**src/rtl/decode_pkg.sv**
```systemverilog
// Shared control-code definitions for the pipeline decoders: selector encodings,
// EXT/NPC operation codes, and the MIPS opcode/funct constants.
package decode_pkg;

  typedef enum logic [3:0] {
    zero_ext   = 4'h0,
    sign_ext   = 4'h1,
    tohigh_ext = 4'h2,
    none_ext   = 4'hF
  } ext_op_e;

  typedef enum logic [2:0] {
    seq_npc   = 3'd0,
    bType_npc = 3'd1,
    jType_npc = 3'd2,
    rType_npc = 3'd3
  } npc_op_e;

  localparam logic [2:0] ALU_ADD = 3'd0;
  localparam logic [2:0] ALU_SUB = 3'd1;
  localparam logic [2:0] ALU_OR  = 3'd2;

  localparam logic [1:0] A3_RT = 2'd0;
  localparam logic [1:0] A3_RD = 2'd1;
  localparam logic [1:0] A3_RA = 2'd2;

  localparam logic [1:0] WD_ALU = 2'd0;
  localparam logic [1:0] WD_MEM = 2'd1;
  localparam logic [1:0] WD_PC8 = 2'd2;

  localparam logic [5:0] OP_RTYPE = 6'h00;
  localparam logic [5:0] OP_J     = 6'h02;
  localparam logic [5:0] OP_JAL   = 6'h03;
  localparam logic [5:0] OP_BEQ   = 6'h04;
  localparam logic [5:0] OP_ORI   = 6'h0D;
  localparam logic [5:0] OP_LUI   = 6'h0F;
  localparam logic [5:0] OP_LW    = 6'h23;
  localparam logic [5:0] OP_SW    = 6'h2B;

  localparam logic [5:0] FN_JR    = 6'h08;
  localparam logic [5:0] FN_ADDU  = 6'h21;
  localparam logic [5:0] FN_SUBU  = 6'h23;

endpackage

```
**src/rtl/decode.sv**
```systemverilog
// Combinational MIPS control decoder. Each pipeline stage instantiates its own
// copy; the only state is a sticky flag recording any unrecognised instruction.
module decode
  import decode_pkg::*;
(
  input  logic        clk,
  input  logic        reset,
  input  logic [31:0] instr,
  output logic        RegWrite,
  output logic [1:0]  A3Sel,
  output logic [1:0]  WDSel,
  output logic        ALUSrc,
  output logic [2:0]  ALUOp,
  output logic        MemWrite,
  output logic [3:0]  EXTOp,
  output logic [2:0]  NPCOp,
  output logic        illegal,
  output logic        illegal_seen
);

  logic [5:0] w_op;
  logic [5:0] w_funct;
  logic       w_rtype;
  logic       w_nop, w_addu, w_subu, w_jr, w_ori, w_lui, w_lw, w_sw, w_beq, w_j, w_jal;
  logic       w_known;
  logic       r_illegal_seen;

  assign w_op    = instr[31:26];
  assign w_funct = instr[5:0];
  assign w_rtype = (w_op == OP_RTYPE);

  // One-hot recognition: at most one of these is high for any instruction word.
  assign w_nop  = (instr == 32'h0);
  assign w_addu = w_rtype && (w_funct == FN_ADDU);
  assign w_subu = w_rtype && (w_funct == FN_SUBU);
  assign w_jr   = w_rtype && (w_funct == FN_JR);
  assign w_ori  = (w_op == OP_ORI);
  assign w_lui  = (w_op == OP_LUI);
  assign w_lw   = (w_op == OP_LW);
  assign w_sw   = (w_op == OP_SW);
  assign w_beq  = (w_op == OP_BEQ);
  assign w_j    = (w_op == OP_J);
  assign w_jal  = (w_op == OP_JAL);

  assign w_known = w_nop | w_addu | w_subu | w_jr | w_ori | w_lui
                 | w_lw | w_sw | w_beq | w_j | w_jal;

  // OR-of-instructions layer; unrecognised words fall through to the defaults.
  // NOTE: every always_comb output gets a default first so no path infers a latch.
  always_comb begin
    RegWrite = 1'b0;
    A3Sel    = A3_RT;
    WDSel    = WD_ALU;
    ALUSrc   = 1'b0;
    ALUOp    = ALU_ADD;
    MemWrite = 1'b0;
    EXTOp    = none_ext;
    NPCOp    = seq_npc;

    RegWrite = w_addu | w_subu | w_ori | w_lui | w_lw | w_jal;
    MemWrite = w_sw;
    ALUSrc   = w_ori | w_lui | w_lw | w_sw;

    if (w_addu | w_subu)              A3Sel = A3_RD;
    else if (w_jal)                   A3Sel = A3_RA;

    if (w_lw)                         WDSel = WD_MEM;
    else if (w_jal)                   WDSel = WD_PC8;

    if (w_subu)                       ALUOp = ALU_SUB;
    else if (w_ori | w_lui)           ALUOp = ALU_OR;

    if (w_ori)                        EXTOp = zero_ext;
    else if (w_lui)                   EXTOp = tohigh_ext;
    else if (w_lw | w_sw | w_beq)     EXTOp = sign_ext;

    if (w_beq)                        NPCOp = bType_npc;
    else if (w_j | w_jal)             NPCOp = jType_npc;
    else if (w_jr)                    NPCOp = rType_npc;
  end

  assign illegal = ~w_known;

  // NOTE: sequential state uses non-blocking assignments so every flop samples pre-edge values.
  always_ff @(posedge clk) begin
    if (reset) r_illegal_seen <= 1'b0;
    else       r_illegal_seen <= r_illegal_seen | illegal;
  end

  assign illegal_seen = r_illegal_seen;

endmodule

```
**config.mk**
```make
export PLATFORM = sky130hd
export DESIGN_NAME = decode
export DESIGN_NICKNAME = d
export VERILOG_FILES = /design/src/rtl/decode_pkg.sv /design/src/rtl/decode.sv
export SDC_FILE = /design/constraint.sdc
export NUM_CORES = 1
export LEC_CHECK = 0
export BUFFER_PORTS_ARGS = -buffer_cell sky130_fd_sc_hd__buf_2
export CORE_MARGIN = 2
export CORE_UTILIZATION = 28
export CTS_CLUSTER_DIAMETER = 80
export CTS_CLUSTER_SIZE = 20
export DETAILED_ROUTE_END_ITERATION = 10
export PLACE_DENSITY_LB_ADDON = 0.05
export SLEW_MARGIN = 30
export SYNTH_ARGS = -nofsm -noshare
export SYNTH_HDL_FRONTEND = slang
export SYNTH_SLANG_ARGS = --single-unit
export TNS_END_PERCENT = 50
```
**constraint.sdc**
```tcl
create_clock -name clk -period 1.9 [get_ports clk]
set_input_delay 0.19 -clock clk [delete_from_list [all_inputs] [get_ports clk]]
set_output_delay 0.19 -clock clk [all_outputs]
set_load 0.02 [all_outputs]
```
==> summary.md, run 1 <==
| Metric | Value |
|---|---|
| CP Data Required Time | 1.71 ns |
| Routed Antenna Nets | 0 |
| WL final | 1170 um |
| Leakage power | 0.341 nW |
| Path type of the worst setup path | in -> out |
| GR Util All Layers | 15.2% |
| Fillers | 144 |
| Worst vdd ir | 0.000169 V |
| Outcome | complete, no violations |
| Layout Skew | 0 ns |
| Worst Hold Launch | reset |
| Vias | 548 |
| Min-delay worst type | in -> reg |
| Core region area | 1250 um2 |
| Met2 WL | 526 um |
| Worst reg2reg startpoint | illegal_seen$_SDFF_PP0_ |
| Wire length on met1 | 551 um |
| Final Hold Slack | 0.440 ns |
| Setup TNS | 0 ns |
| I/O pin total | 53 |
| Design area | 641 um2 |
| Largest net degree at the start of global routing | 9 |
| Final HPWL DP | 1050 um |
| Place WS | -0.0217 ns |
| Die Y | 40.1 um |
| CP Launch Type | input pin |
| Die W | 40.1 um |
| Crit-path max FO | 5 |
| Highest routed layer | met3 |
| Yosys warnings | 0 |
| WL met3 | 88 um |
| Fin crit period | 1.82 ns |
| Unrepaired setup endpoints after global routing | no |
| Pwr/cell area | 194 nW/um2 |
| F_max | 0.549 GHz |
| Arrival time worst endpoint | 1.63 ns |
| Final net count | 143 |
| Finish-stage setup viols | 0 |
| Worst setup margin | 0.0795 ns |
| Reg-to-reg slack, setup | 1.33 ns |
| Number of hold-repair buffers added at the cts stage | 0 |
| Max reg flops | 1 |
| Initial antenna violation count | 0 |
| Clk slew on worst S/H paths | 0 ns |
| Detailed-router iteration count before antenna repair | 3 |
| Synth cell types | 25 |
| Port Buffers | 50 |
| Gpl congestion | 0.768 |
| Final std cells w/o fill | 122 |
| First-pass GRT wire length | 1780 um |
| Post-CTS Setup Inserts | 0 |
| Yosys reg bits | 1 |
| Gate Count Post-Synth | 56 |
| Routed len/inst | 9.55 um |
| R2R cell count | 1 |
| WHS Endpoint | illegal_seen$_SDFF_PP0_ |
| Synthesized area | 365 um2 |
| Vias per cell | 4.49 |
| Clk_lat worst skew | 0 ns |
| Final hold violation count | 0 |
| Sequential cell area fraction in the yosys report | 5.48% |
| Ratio of cells with drive above 1 in the final layout | 58.9% |
| Die area | 1610 um2 |
| Synthesis-to-layout area growth | 75.3% |
| Placed Cells | 122 |
| N_diodes | 0 |
| Most frequent cells in the layout | 49 x buf_2, 8 x nor2_1, 6 x buf_4 |
| DR iter-0 viols | 10 |
| Period utilization | 95.8% |
| Core Rows | 13 |
| Syn Area/Cell | 6.52 um2 |
| Worst R2R End | illegal_seen$_SDFF_PP0_ |
| Slew Limit Fails | 0 |
| CP Capture Type | primary output |
| Total grt overflow | 0 |
| Number of max-cap violations | 0 |
| Initial Utilization | 29.2% |
| Placement Cell Area | 638 um2 |
| Number of remaining DRC errors | 0 |
| Hold Path Stages | 2 |
| Number of global-route vias before repair | 444 |
| Most common cell after layout, fill and taps aside | buf_2 |
## synth_stat cells
cell type  n  area, um2
nor2_1     8       30.0
buf_4      5       37.5
nor3_1     5       25.0
nor4_1     5       31.3
nand2_1    4       15.0
a21oi_1    3       15.0
inv_1      3       11.3
o21ai_0    3       15.0
and3b_2    2       20.0
nand2b_1   2       12.5
nand4_1    2       12.5
a21o_1     1       7.51
a21o_2     1       8.76
and2_2     1       7.51
and3_1     1       6.26
conb_1     1       3.75
dfxtp_1    1       20.0
nand3_1    1       5.00
nand3b_1   1       7.51
nor3b_1    1       7.51
nor4_2     1       12.5
nor4_4     1       21.3
o21ba_1    1       10.0
or3_4      1       11.3
or3b_4     1       11.3
## worst max-delay path: stages
cell    delay, ns
buf_2        0.12
or3_4        0.38
or3b_4       0.40
nor4_4       0.22
and2_2       0.19
buf_4        0.13
## what timing repair did
action | 4_1_cts | 5_1_grt
resized for setup | 0 | 1
setup endpoints to repair | 1 | 1
pin swaps | 1 | 0
## cell type report
| type | count | area [um2] | share of cell area (%) |
|---|---|---|---|
| timing repair buffer | 55 | 290 | 45.3 |
| inverter | 3 | 11.3 | 1.76 |
| sequential | 1 | 20.0 | 3.13 |
| multi-input combinational | 48 | 300 | 46.9 |
| tap | 15 | 18.8 | 2.93 |
## worst max-delay path by stage
stage	start	endpoint
6_report	instr[31]	ALUOp[0]
5_1_grt	instr[31]	ALUOp[0]
4_1_cts	instr[31]	ALUOp[0]
3_5_place_dp	instr[31]	ALUOp[0]
3_3_place_gp	instr[31]	ALUOp[0]
2_1_floorplan	instr[31]	ALUOp[0]
## power breakdown
group          internal, W  total [W]  leakage, nW  switching, W
clock network            0          0            0             0
logic            0.0000494   0.000101        0.332     0.0000516
registers        0.0000229  0.0000235      0.00844   0.000000607
total            0.0000723   0.000125        0.341     0.0000522
## metrics by stage
step                power (W)  utilization (%)
floorplan           0.0000684                -
global placement     0.000124             50.9
detailed placement   0.000124             50.9
CTS                  0.000125             50.9
global route         0.000135             51.1
finish               0.000125             51.1
## metal layers
metal / up-vias / track usage, %
met4: 0 / 0
met5: - / 0
li1: 302 / -
met3: 0 / 0.556
met2: 21 / 27.8
met1: 225 / 20.6
## kinds of logic (layout without fill, tap and decap cells)
family / count (synthesis) / in the layout / share of synthesized area (%)
AO/OA/AOI/OAI: 9 / 9 / 15.4
buffers and inverters: 8 / 58 / 13.4
flip-flops: 1 / 1 / 5.48
other: 1 / 2 / 1.03
AND/OR/NAND/NOR: 37 / 37 / 64.7
Power figures use the tool's default switching activity.
==> run 2, diff against run 1 <==
- ABC_AREA: not set -> 1
- CORE_UTILIZATION: 28 -> 32
- REMOVE_ABC_BUFFERS: not set -> 1
==> summary.md, run 2 <==
| Metric | Value |
|---|---|
| Setup TNS | 0 ns |
| Largest net degree at the start of global routing | 7 |
| Initial Utilization | 34.2% |
| CP bufs+invs | 3 |
| Finish-stage setup viols | 0 |
| Critical Path Source | instr[28] |
| Syn Area/Cell | 5.23 um2 |
| Clk slew on worst S/H paths | 0 ns |
| Vias | 624 |
| Reg-to-reg slack, setup | 1.37 ns |
| Area share of the largest cell type after synthesis | 23.9% |
| Synthesis-to-layout area growth | 53.6% |
| Worst vdd ir | 0.0000575 V |
| WP depth | 8 |
| N_diodes | 0 |
| Most frequent cells in the layout | 50 x buf_2, 28 x nor2_1, 15 x inv_1 |
| Pwr/cell area | 184 nW/um2 |
| DR iter-0 viols | 1 |
| Psw | 0.0000569 W |
| Port Buffers | 50 |
| Design area | 674 um2 |
| Final Hold Slack | 0.350 ns |
| Max reg flops | 1 |
| First-pass GRT wire length | 1500 um |
| Die Y | 41.0 um |
| Placed Cells | 145 |
| Crit-path max FO | 4 |
| Number of remaining DRC errors | 0 |
| Placement Cell Area | 674 um2 |
| Total power | 0.000124 W |
| Number of max-cap violations | 0 |
| Dominant cell type by area after synthesis | nor2_1 |
| Core region area | 1280 um2 |
| Layout Skew | 0 ns |
| Yosys reg bits | 1 |
| Synth cell types | 20 |
| CP Data Required Time | 1.71 ns |
| Period utilization | 68.3% |
| F_max | 0.770 GHz |
| Unrepaired setup endpoints after global routing | no |
| Reg power frac | 18.9% |
| Slowest stage delay, CP | 0.20 ns |
| Initial antenna violation count | 0 |
| Most common cell after layout, fill and taps aside | buf_2 |
| Number of global-route vias before repair | 423 |
| Worst Hold Launch | reset |
| Post-CTS Setup Inserts | 0 |
| Min-delay worst type | in -> reg |
| Detailed-router iteration count before antenna repair | 4 |
| Fin crit period | 1.30 ns |
| Final net count | 166 |
| Post_cts resized | 0 |
| I/O pin total | 53 |
| Critical path, cell by cell | buf_2, nor2_2, nand3_1, nor2_1, nor2_4, nand3_2, inv_1, buf_2 |
| CP Launch Type | input pin |
| Number of hold-repair buffers added at the cts stage | 0 |
| R2R cell count | 2 |
| Routed len/inst | 7.63 um |
| Post-synth EDFFs | 0 |
| Ratio of cells with drive above 1 in the final layout | 48.5% |
| Cell with the most instances on the worst path | buf_2 |
| Worst reg2reg startpoint | illegal_seen$_SDFF_PP0_ |
| Sw Ratio | 45.7% |
| Final HPWL DP | 1020 um |
| Path type of the worst setup path | in -> out |
| Pint | 0.0000675 W |
| Final std cells w/o fill | 145 |
| Top post-synthesis cells by area | nor2_1 24%, inv_1 13%, buf_4 8.5% |
| Clk_lat worst skew | 0 ns |
| Ys flop type | dfxtp_1 |
| WL final | 1110 um |
| Slew Limit Fails | 0 |
| Die area | 1680 um2 |
| Gpl congestion | 0.683 |
| Core Rows | 13 |
| GR Util All Layers | 12.1% |
| Top cell family by delay on the critical path | simple AND/OR/NAND/NOR gates |
| Combinational power share | 81.1% |
| Routed Antenna Nets | 0 |
| Hold Path Stages | 2 |
| Clk pwr share | 0% |
| CP Capture Type | primary output |
| Synth top cells by count | 28 x nor2_1, 15 x inv_1, 9 x nand2_1 |
| Vias per cell | 4.30 |
| Async set-or-reset flop fraction in the synthesized netlist | 0% |
| Most frequent cell after synthesis | nor2_1 |
| Total grt overflow | 0 |
| Yosys warnings | 0 |
| Die W | 41.0 um |
| Arrival time worst endpoint | 1.11 ns |
| Synthesized area | 439 um2 |
| Sequential cell area fraction in the yosys report | 4.56% |
| Worst path slowest cell | nor2_1 |
| Final hold violation count | 0 |
| Outcome | complete, no violations |
| Gate Count Post-Synth | 84 |
| Leakage power | 0.448 nW |
[run 2: cell types whose count changed after synthesis, moves of 2 or more]
cell,change
inv_1,+12
nor3_1,-4
nand2_1,+5
a21oi_1,-3
and2_1,+2
nor2_2,+4
and3b_2,-2
nand2b_1,-2
nor2_4,+2
nand3_2,+2
nor2_1,+20
nand3_1,+3
nor4_1,-5
[run 2: per-stage QoR]
| step | util, % | setup slack, ns |
|---|---|---|
| after detailed placement | 52.5 | 0.590 |
| after floorplan | - | 0.588 |
| after global routing | 52.5 | 0.482 |
| after CTS | 52.5 | 0.592 |
| after global placement | 52.5 | 0.601 |
| final | 52.5 | 0.602 |
[run 2: final cells by class]
type	count	area [um2]
fillers	159	611
inverters	16	60.1
multi-input cells	63	325
flip-flops and latches	1	20.0
well taps	15	18.8
repair buffers	50	250
[run 2: worst reg2reg max path: stages (launching register included)]
cell,delay [ns]
dfxtp_1,0.30
inv_1,0.05
a21oi_2,0.11
[run 2: path summary, 6_finish.rpt]
kind	to
min reg2reg	illegal_seen$_SDFF_PP0_
max	illegal
min	illegal_seen$_SDFF_PP0_
max reg2reg	illegal_seen$_SDFF_PP0_
[run 2: cells by family after synthesis]
logic type             Yosys count  synth area share (%)
AND/OR/NAND/NOR                 58                  68.1
AO/OA/AOI/OAI                    3                  4.27
other                            1                 0.854
flip-flops                       1                  4.56
buffers and inverters           21                  22.2
[run 2: power by group through the flow]
stage	sequential (W)	clock, W	combinational [W]
floorplan	0.0000254	0	0.0000473
global placement	0.0000235	0	0.0000998
detailed placement	0.0000236	0	0.000101
CTS	0.0000236	0	0.000102
global route	0.0000238	0	0.000114
finish	0.0000235	0	0.000101
[run 2: per-layer routing]
| metal | up-vias | GRT usage [%] | share of wire, % |
|---|---|---|---|
| met3 | 0 | 0 | 10 |
| li1 | 339 | - | - |
| met4 | 0 | 0 | 0 |
| met5 | - | 0 | 0 |
| met2 | 34 | 21.9 | 48 |
| met1 | 251 | 16.8 | 42 |
